**src/rtl/cordic_vector_mc_pkg.sv**
```systemverilog
// Shared types and sizing helpers for the multi-channel CORDIC vectoring block.
package cordic_vector_mc_pkg;

  typedef enum logic [1:0] {
    IDLE = 2'd0,
    LOAD = 2'd1,
    ITER = 2'd2,
    DONE = 2'd3
  } state_t;

  // Datapath width: two guard bits cover the CORDIC gain and the sqrt(2) corner growth
  function automatic int guard_width(input int bit_width);
    return bit_width + 2;
  endfunction

  // Counter width able to hold 0..count-1, never narrower than one bit
  function automatic int cnt_width(input int count);
    return (count <= 2) ? 1 : $clog2(count);
  endfunction

endpackage

```
**src/rtl/cordic_vector_mc_micro_rot.sv**
```systemverilog
// One combinational CORDIC vectoring micro-rotation with a run-time shift amount.
module cordic_micro_rot
  import cordic_vector_mc_pkg::*;
#(
  parameter int W       = guard_width(24),
  parameter int K_WIDTH = 5
) (
  input  logic signed [W-1:0]   i_x,
  input  logic signed [W-1:0]   i_y,
  input  logic signed [W-1:0]   i_z,
  input  logic signed [W-1:0]   i_angle,
  input  logic [K_WIDTH-1:0]    i_k,
  output logic signed [W-1:0]   o_x,
  output logic signed [W-1:0]   o_y,
  output logic signed [W-1:0]   o_z
);

  logic signed [W-1:0] w_xShift;
  logic signed [W-1:0] w_yShift;

  // Rotate toward the positive x axis; the sign of y picks the direction and both shifts use pre-update values
  always_comb begin
    w_xShift = i_x >>> i_k;
    w_yShift = i_y >>> i_k;
    if (!i_y[W-1]) begin
      o_x = i_x + w_yShift;
      o_y = i_y - w_xShift;
      o_z = i_z + i_angle;
    end else begin
      o_x = i_x - w_yShift;
      o_y = i_y + w_xShift;
      o_z = i_z - i_angle;
    end
  end

endmodule

```
**src/rtl/cordic_vector_mc.sv**
```systemverilog
// Multi-channel iterative CORDIC vectoring: one shared micro-rotation stage is
// time-multiplexed across NUM_CH (sin, cos) pairs to produce phase and magnitude.
module cordic_vector_mc
  import cordic_vector_mc_pkg::*;
#(
  parameter int BIT_WIDTH       = 24,
  parameter int ITERATIONS      = 24,
  parameter int NUM_CH          = 2,
  parameter int PHASE_FRAC_BITS = BIT_WIDTH - 3
) (
  input  logic                             clk_i,
  input  logic                             reset_ni,
  input  logic                             valid_i,
  output logic                             ready_o,
  input  logic [NUM_CH*BIT_WIDTH-1:0]      sin_i,
  input  logic [NUM_CH*BIT_WIDTH-1:0]      cos_i,
  input  logic [ITERATIONS*BIT_WIDTH-1:0]  angle_table_i,
  output logic [NUM_CH*BIT_WIDTH-1:0]      phi_o,
  output logic [NUM_CH*(BIT_WIDTH+2)-1:0]  mag_o,
  output logic                             valid_o,
  input  logic                             ready_i
);

  localparam int GW  = guard_width(BIT_WIDTH);
  localparam int CHW = cnt_width(NUM_CH);
  localparam int KW  = cnt_width(ITERATIONS);

  if (ITERATIONS < 1 || ITERATIONS > BIT_WIDTH || NUM_CH < 1 ||
      PHASE_FRAC_BITS > BIT_WIDTH - 3) begin : g_bad_params
    $error("cordic_vector_mc: illegal parameter combination");
  end

  state_t                        r_state;
  logic [CHW-1:0]                r_ch;
  logic [KW-1:0]                 r_k;
  logic [NUM_CH*BIT_WIDTH-1:0]   r_sinBuf;
  logic [NUM_CH*BIT_WIDTH-1:0]   r_cosBuf;
  logic signed [GW-1:0]          r_x;
  logic signed [GW-1:0]          r_y;
  logic signed [GW-1:0]          r_z;
  logic                          r_zeroIn;
  logic [NUM_CH*BIT_WIDTH-1:0]   r_phi;
  logic [NUM_CH*GW-1:0]          r_mag;
  logic                          r_valid;

  logic signed [BIT_WIDTH-1:0]   w_sinCh;
  logic signed [BIT_WIDTH-1:0]   w_cosCh;
  logic signed [BIT_WIDTH-1:0]   w_table0;
  logic signed [BIT_WIDTH-1:0]   w_tableK;
  logic signed [GW-1:0]          w_sinExt;
  logic signed [GW-1:0]          w_cosExt;
  logic signed [GW-1:0]          w_halfPi;
  logic signed [GW-1:0]          w_angle;
  logic signed [GW-1:0]          w_xLoad;
  logic signed [GW-1:0]          w_yLoad;
  logic signed [GW-1:0]          w_zLoad;
  logic signed [GW-1:0]          w_xNext;
  logic signed [GW-1:0]          w_yNext;
  logic signed [GW-1:0]          w_zNext;

  assign ready_o = (r_state == IDLE);
  assign phi_o   = r_phi;
  assign mag_o   = r_mag;
  assign valid_o = r_valid;

  // Select the active channel and table entry, sign-extending into the guarded width
  always_comb begin
    w_sinCh  = r_sinBuf[r_ch*BIT_WIDTH +: BIT_WIDTH];
    w_cosCh  = r_cosBuf[r_ch*BIT_WIDTH +: BIT_WIDTH];
    w_table0 = angle_table_i[BIT_WIDTH-1:0];
    w_tableK = angle_table_i[r_k*BIT_WIDTH +: BIT_WIDTH];
    w_sinExt = {{2{w_sinCh[BIT_WIDTH-1]}}, w_sinCh};
    w_cosExt = {{2{w_cosCh[BIT_WIDTH-1]}}, w_cosCh};
    w_halfPi = {w_table0[BIT_WIDTH-1], w_table0, 1'b0};
    w_angle  = {{2{w_tableK[BIT_WIDTH-1]}}, w_tableK};
  end

  // Quadrant pre-rotation folds the left half-plane onto the right so the full (-pi, pi] range converges
  always_comb begin
    w_xLoad = w_cosExt;
    w_yLoad = w_sinExt;
    w_zLoad = '0;
    if (w_cosExt[GW-1]) begin
      if (!w_sinExt[GW-1]) begin
        w_xLoad = w_sinExt;
        w_yLoad = -w_cosExt;
        w_zLoad = w_halfPi;
      end else begin
        w_xLoad = -w_sinExt;
        w_yLoad = w_cosExt;
        w_zLoad = -w_halfPi;
      end
    end
  end

  cordic_micro_rot #(
    .W       (GW),
    .K_WIDTH (KW)
  ) u_microRot (
    .i_x     (r_x),
    .i_y     (r_y),
    .i_z     (r_z),
    .i_angle (w_angle),
    .i_k     (r_k),
    .o_x     (w_xNext),
    .o_y     (w_yNext),
    .o_z     (w_zNext)
  );

  // Frame sequencer: capture, then LOAD/ITER per channel, then hold results until downstream accepts
  always_ff @(posedge clk_i or negedge reset_ni) begin
    if (!reset_ni) begin
      r_state  <= IDLE;
      r_ch     <= '0;
      r_k      <= '0;
      r_sinBuf <= '0;
      r_cosBuf <= '0;
      r_x      <= '0;
      r_y      <= '0;
      r_z      <= '0;
      r_zeroIn <= 1'b0;
      r_phi    <= '0;
      r_mag    <= '0;
      r_valid  <= 1'b0;
    end else begin
      unique case (r_state)
        IDLE: begin
          if (valid_i) begin
            r_sinBuf <= sin_i;
            r_cosBuf <= cos_i;
            r_ch     <= '0;
            r_state  <= LOAD;
          end
        end
        LOAD: begin
          r_x      <= w_xLoad;
          r_y      <= w_yLoad;
          r_z      <= w_zLoad;
          r_zeroIn <= (w_sinCh == '0) && (w_cosCh == '0);
          r_k      <= '0;
          r_state  <= ITER;
        end
        ITER: begin
          r_x <= w_xNext;
          r_y <= w_yNext;
          r_z <= w_zNext;
          r_k <= r_k + 1'b1;
          if (r_k == KW'(ITERATIONS - 1)) begin
            // A zero vector would otherwise accumulate the whole table into z, so its phase is forced to 0
            r_phi[r_ch*BIT_WIDTH +: BIT_WIDTH] <= r_zeroIn ? '0 : w_zNext[BIT_WIDTH-1:0];
            r_mag[r_ch*GW +: GW]               <= w_xNext;
            if (r_ch == CHW'(NUM_CH - 1)) begin
              r_state <= DONE;
              r_valid <= 1'b1;
            end else begin
              r_ch    <= r_ch + 1'b1;
              r_state <= LOAD;
            end
          end
        end
        DONE: begin
          if (ready_i) begin
            r_state <= IDLE;
            r_valid <= 1'b0;
          end
        end
        default: r_state <= IDLE;
      endcase
    end
  end

endmodule
```
**config.mk**
```make
export PLATFORM = sky130hd
export DESIGN_NAME = cordic_vector_mc
export DESIGN_NICKNAME = d
export VERILOG_FILES = /design/src/rtl/cordic_vector_mc_pkg.sv /design/src/rtl/cordic_vector_mc_micro_rot.sv /design/src/rtl/cordic_vector_mc.sv
export SDC_FILE = /design/constraint.sdc
export NUM_CORES = 1
export LEC_CHECK = 0
export BUFFER_PORTS_ARGS = -buffer_cell sky130_fd_sc_hd__buf_2
export CORE_AREA = 3 3 302 304
export CTS_CLUSTER_DIAMETER = 150
export DETAILED_ROUTE_END_ITERATION = 6
export DIE_AREA = 0 0 305 307
export SLEW_MARGIN = 20
export SYNTH_ARGS = -nofsm -noshare
export SYNTH_HDL_FRONTEND = slang
export SYNTH_SLANG_ARGS = --single-unit
```
**constraint.sdc**
```tcl
create_clock -name clk_i -period 9.2 [get_ports clk_i]
set_input_delay 1.38 -clock clk_i [delete_from_list [all_inputs] [get_ports clk_i]]
set_output_delay 1.38 -clock clk_i [all_outputs]
set_load 0.005 [all_outputs]
```
==> results of run 1 <==
==> cell usage in the layout (no fill, tap or decap), types with 48 or more instances in the layout <==
cell / netlist / layout
buf_2: 31 / 776
dfrtp_1: 282 / 275
nand2_1: 242 / 240
nor2_1: 223 / 222
a21oi_1: 207 / 207
mux2i_1: 193 / 191
mux4_2: 163 / 163
mux2_2: 163 / 163
o21ai_0: 152 / 152
xnor2_1: 118 / 118
ha_1: 84 / 82
inv_1: 61 / 60
xor2_1: 57 / 57
diode_2: 0 / 56
buf_4: 18 / 50
nand3_1: 48 / 48
==> where the power goes <==
group | leakage [uW] | switching [uW] | internal [uW]
registers | 0.00333 | 656 | 1670
clock network | 0.000477 | 543 | 720
logic | 0.0104 | 6560 | 4310
total | 0.0142 | 7760 | 6700
==> state kept, by name, summed over array words and instances (netlist names) <==
| name | cells |
|---|---|
| r_sinBuf | 48 |
| r_cosBuf | 48 |
| r_y | 26 |
| r_zeroIn | 1 |
| valid_o | 1 |
| r_z | 24 |
| r_ch | 1 |
| mag_o | 52 |
| r_k | 5 |
| phi_o | 48 |
| r_x | 26 |
| r_state | 2 |
==> critical path: stages, from the launching register on <==
cell and delay, ns:
dfrtp_4 0.85, buf_4 0.42, or3b_1 0.21, a21o_1 0.12
a22oi_1 0.05, a211oi_1 0.51, a222oi_1 0.34, inv_1 0.15
ha_1 0.18, inv_1 0.04, a2111oi_0 0.47, nand4bb_1 0.30
nor3b_2 0.43, a21oi_1 0.14, xor2_1 0.18, ha_1 0.35
and3_1 0.20, a31oi_1 0.16, o21ai_0 0.15, a2111oi_0 0.57
o21ai_0 0.22, o41ai_1 0.42, o21ai_0 0.20, and2_1 0.19
mux2i_1 0.14, o211ai_1 0.11
==> through the flow <==
step | hold slack (ns) | setup slack, ns | power, uW
2_1_floorplan | 0.457 | 3.60 | 9780
3_3_place_gp | 0.456 | 2.35 | 13000
3_5_place_dp | 0.461 | 2.09 | 13000
4_1_cts | 0.475 | 2.05 | 14400
5_1_grt | 0.498 | 1.36 | 15400
6_report | 0.471 | 1.92 | 14500
==> worst min path at each step <==
stage	end	slack, ns	depth (start not counted)	from
after floorplan	r_z[10]$_DFFE_PN0P_	0.46	1	r_z[10]$_DFFE_PN0P_
after global placement	mag_o[48]$_DFFE_PN0P_	0.46	2	mag_o[48]$_DFFE_PN0P_
after detailed placement	phi_o[22]$_DFFE_PN0P_	0.46	2	phi_o[22]$_DFFE_PN0P_
after CTS	phi_o[10]$_DFFE_PN0P_	0.48	2	phi_o[10]$_DFFE_PN0P_
after global routing	mag_o[18]$_DFFE_PN0P_	0.50	2	mag_o[18]$_DFFE_PN0P_
final	phi_o[10]$_DFFE_PN0P_	0.47	2	phi_o[10]$_DFFE_PN0P_
==> final cells by class <==
class	instances	area [um^2]	share of cell area
diodes	56	140	0.00421
clock buffers	42	877	0.0264
clock inverters	10	121	0.00365
inverters	65	244	0.00733
multi-input cells	2335	19100	0.574
flip-flops and latches	282	7080	0.213
well taps	1165	1460	0.0438
repair buffers	827	4270	0.128
==> kinds of logic (layout without fill, tap and decap cells) <==
group,count (synthesis),count (layout),share of synthesized area
AOI/OAI and AO/OA,806,806,0.192
muxes,529,529,0.273
xor gates and xnor gates,175,175,0.0555
and+or+nand+nor,738,738,0.127
DFF,282,282,0.255
adders and majority gates,87,87,0.0402
other,0,56,0
buffers and inverters,283,944,0.0566
==> layer usage <==
layer  vias to the layer above  GRT usage  wire [um]
met5                         -          0        120
met4                        16      0.188      10100
met3                       384     0.0889      13200
met2                      1605      0.488      69400
met1                     13700      0.338      51700
li1                      12300          -          -
==> run metrics, run 1 <==
status=finished, final reports clean; CTS HTree Levels=1; cells after synthesis=2900; final RePlAce weighted congestion=0.988; clock buffer depth=3; worst rel slew slack=0.267; largest net degree at the start of global routing=101; Pleak=0.0142 uW; fin util=0.376; Critical Path RT=9.62 ns; vias per cell=5.87; WP data arrival=7.71 ns; CTS Buf Count=30; Setup Skew=0.0298 ns; Cell Pwr Density=435 nW/um^2; GRT Total Usage=0.297; Post-Syn Nets=3663; post-DP HPWL=116000 um; ratio of cells with drive above 1 in the final layout=0.356; Fin Setup TNS=0 ns; worst-case reg-to-reg path depth=25; clock sink total=282; Worst Tran Pin Value=1.10 ns; full die area=93600 um^2; Max Cap Viol=0; crit path max fanout=40; Syn. warnings=0; TritonCTS clock tree=yes; CP Capture Type=flop; worst vdd ir=0.258 mV; endpoints failing setup=0; Final Non-Filler Cells=4782; Main synth FF type=dfrtp_1; mean post-synth cell area=9.53 um^2; launch point of the worst reg-to-reg path=r_k[0]$_DFFE_PN0P_; Commonest cells post-synth=dfrtp_1 (282), nand2_1 (242), nor2_1 (223); vias=28100; register area share after synthesis=0.255; ranking of synthesized cells by area=dfrtp_1 (26%), mux4_2 (13%), mux2i_1 (7.0%); final cycle utilization of the critical path=0.792; worst skew pair latency=0.58 ns; initial antenna violation count=87; CORE AREA=88500 um^2; area share of the largest cell type after synthesis=0.255; die boundary width=305 um; Max Fclk=0.137 GHz; setup bufs post-CTS=0; Hold Buf Count CTS=0; Worst Setup SP=r_k[0]$_DFFE_PN0P_; Pre-Repair DR Iteration Count=6; crit path to=r_y[25]$_DFFE_PN0P_; FFs w/ async S/R, synth=1.00; EDFF count, synth=0; Area Overhead vs Synth=20.4%; Startpoint Class=flop; initial core utilization=0.312; PostCTS Resize Cnt=0; Design Area, Final=33300 um^2; FP Rows=109; most common cell in the netlist=dfrtp_1; GRT overflow=0; top cell type by total area after synthesis=dfrtp_1; Cells after DPL=4674; Avg WL per Cell=30.2 um; DRC Markers=0; die height=307 um; clock root buffer=clkbuf_16; violation count after the first detailed-route iteration=3216; Worst Hold Class=flop to flop; io pins=778; Fillers=9121; Mapped Area=27600 um^2; placed inst area=32100 um^2; reg-to-reg endpoint=r_y[25]$_DFFE_PN0P_; RSZ-0062 raised after global routing=false; Slew Limit Fails=0; via count of the first global-routing pass=26500; first-pass GRT wire length=201000 um; final hold vios=0; flop-to-flop setup slack=1.92 ns; port buffer count=777; DRT antenna net count=0; critical path class=flop to flop; Reg clk slew, reported paths=0.08 ns; Detailed Route WL=145000 um; final critical-path required period=7.28 ns; #FFs+latches synth=282; fin nets=4304; count of cell types in the netlist=108
No activity file was read; power rests on OpenSTA's default activity.
==> run 2: changes to the inputs <==
Clock period 9.2 ns to 7.5 ns, I/O delays scaled along.
==> run 2 against run 1 <==
Compared with the run above: clock-buffer cell count decreased by 1; sequential share of layout area decreased by 0.12 points; first-iteration DRC count decreased by 8.5%; combinational power increased by 25%; largest power group unchanged; maximum frequency increased by 9.5%; clock power increased by 22%; power increased by 24%; cell area increased by 0.55%.
==> run metrics, run 2 (same netlist as run 1, synthesis figures left out) <==
PostCTS Resize Cnt=0 (unchanged); Final Non-Filler Cells=4798 (+0.33%); CTS HTree Levels=1 (unchanged); CORE AREA=88500 um^2 (unchanged); largest net degree at the start of global routing=146 (+45%); CP Capture Type=flop; crit path max fanout=45 (+13%); FP Rows=109 (unchanged); Fin Setup TNS=0 ns (unchanged); Startpoint Class=flop; full die area=93600 um^2 (unchanged); Detailed Route WL=146000 um (+0.80%); Slew Limit Fails=0 (unchanged); vias=28200 (+0.27%); final hold vios=0 (unchanged); GR Util met3=0.0762 (-0.0127); worst rel slew slack=0.303 (+0.0354); DRT antenna net count=0 (unchanged); Max Cap Viol=0 (unchanged); die height=307 um (unchanged); Max Fclk=0.150 GHz (+9.5%); WP data arrival=7.14 ns (-0.57 ns); gr busiest metal=met2; Hold Buf Count CTS=0 (unchanged); endpoints failing setup=0 (unchanged); Area Overhead vs Synth=21.1%; Pre-Repair DR Iteration Count=6 (unchanged); violation count after the first detailed-route iteration=2943 (-8.5%); Design Area, Final=33500 um^2 (+0.55%); final cycle utilization of the critical path=0.887 (+0.0956); commonest non-fill, non-tap cells in the layout=buf_2 (776), dfrtp_1 (275), nand2_1 (240); global routing usage on met1=0.342 (+0.00386); RSZ-0062 raised after global routing=false; via count of the first global-routing pass=26500 (-0.20%); clock buffer depth=3 (unchanged); GRT Total Usage=0.297 (about the same); fin nets=4319 (+0.35%); Setup Skew=0.0137 ns (-0.0161 ns); placed inst area=32300 um^2 (+0.56%); clock sink total=282 (unchanged); worst vdd ir=0.422 mV (+64%); io pins=778 (unchanged); Worst Tran Pin Value=1.04 ns (-0.0569 ns); flop-to-flop setup slack=0.85 ns (-1.07 ns); status=finished, final reports clean; Worst Hold Class=flop to flop; first-pass GRT wire length=201000 um (about the same); setup bufs post-CTS=0 (unchanged); vias per cell=5.87 (about the same); Cells after DPL=4688 (+0.30%); final RePlAce weighted congestion=0.968 (-2.0%); TritonCTS clock tree=yes; GR Util met2=0.490 (+0.00222); CTS Buf Count=31 (+3.3%); Reg clk slew, reported paths=0.07 ns (about the same); post-DP HPWL=118000 um (+1.4%); final critical-path required period=6.65 ns (-0.629 ns); Pleak=0.0143 uW (+0.66%); Largest register FFs=52 (unchanged); critical path class=flop to flop; Critical Path RT=7.98 ns (-1.64 ns); Avg WL per Cell=30.4 um (+0.46%); clock root buffer=clkbuf_16; GRT overflow=0 (unchanged); ratio of cells with drive above 1 in the final layout=0.359 (+0.00342); initial antenna violation count=86 (-1.1%); initial core utilization=0.312 (unchanged); Cell Pwr Density=536 nW/um^2 (+23%); port buffer count=777 (unchanged); die boundary width=305 um (unchanged); commonest non-fill, non-tap cell in the layout=buf_2; worst skew pair latency=0.60 ns (+0.02 ns); DRC Markers=0 (unchanged)
run 2: cell types whose count changed in the layout (fill, tap and decap cells not counted), moves of 2 or more:
cell,before,now
diode_2,56,53
clkinv_2,1,6
inv_6,2,0
clkinvlp_4,4,6
buf_4,50,58
buf_12,0,6
run 2: report_power, final:
group / total (uW) / switching (uW) / leakage, uW / internal (uW)
clock network: 1540 / 687 / 0.000483 / 851
logic: 13600 / 8220 / 0.0105 / 5350
registers: 2810 / 768 / 0.00333 / 2040
run 2: per-layer routing:
layer | share of wire | wire length [um] | vias up
met2 | 0.47 | 69100 | 1634
met1 | 0.36 | 52700 | 13800
met3 | 0.088 | 12900 | 374
met4 | 0.076 | 11000 | 10
met5 | 0.00054 | 79 | -
li1 | - | - | 12400
run 2: through the flow:
| step | utilization | hold WS, ns | power [uW] | setup slack, ns |
|---|---|---|---|---|
| after global placement | 0.365 | 0.457 | 16100 | 1.07 |
| after floorplan | - | 0.457 | 12000 | 1.90 |
| after global routing | 0.377 | 0.497 | 19100 | 0.279 |
| final | 0.378 | 0.473 | 17900 | 0.845 |
| after CTS | 0.376 | 0.478 | 17800 | 0.959 |
| after detailed placement | 0.365 | 0.464 | 16200 | 0.973 |
run 2: path summary, 6_finish.rpt:
check                                     startpoint                  endpoint  cells past startpoint
worst max-delay path              r_k[0]$_DFFE_PN0P_       r_y[24]$_DFFE_PN0P_                     24
worst min-delay path            mag_o[7]$_DFFE_PN0P_      mag_o[7]$_DFFE_PN0P_                      2
worst max register to register    r_k[0]$_DFFE_PN0P_       r_y[24]$_DFFE_PN0P_                     24
worst min register to register  mag_o[7]$_DFFE_PN0P_      mag_o[7]$_DFFE_PN0P_                      2
max in group asynchronous                   reset_ni  r_sinBuf[14]$_DFFE_PN0P_                      2
min in group asynchronous                   reset_ni  r_cosBuf[26]$_DFFE_PN0P_                      1
run 2: worst max-delay path, cell delays in order, from the launching register on:
cell and delay (ns):
dfrtp_4 0.90, or3b_1 0.26, a21o_1 0.13, a22oi_1 0.06, a211oi_1 0.36, a222oi_1 0.17, buf_4 0.20, inv_1 0.07
ha_1 0.16, inv_1 0.04, a2111oi_0 0.47, nand4bb_1 0.29, nor3b_2 0.44, nor2_1 0.10, xnor2_1 0.21, ha_1 0.33
a21o_1 0.18, a21oi_1 0.23, nor4b_1 0.49, o41ai_1 0.22, a21o_1 0.21, a21o_1 0.20, nand2_1 0.10, mux2_2 0.34
o32a_1 0.35
run 2: cell type report:
class / instances / area [um^2]
fill: 9118 / 55100
multi-input combinational: 2335 / 19100
sequential: 282 / 7080
timing repair buffer: 841 / 4450
tap: 1165 / 1460
clock buffer: 41 / 863
inverter: 65 / 244
clock inverter: 16 / 145
antenna: 53 / 133
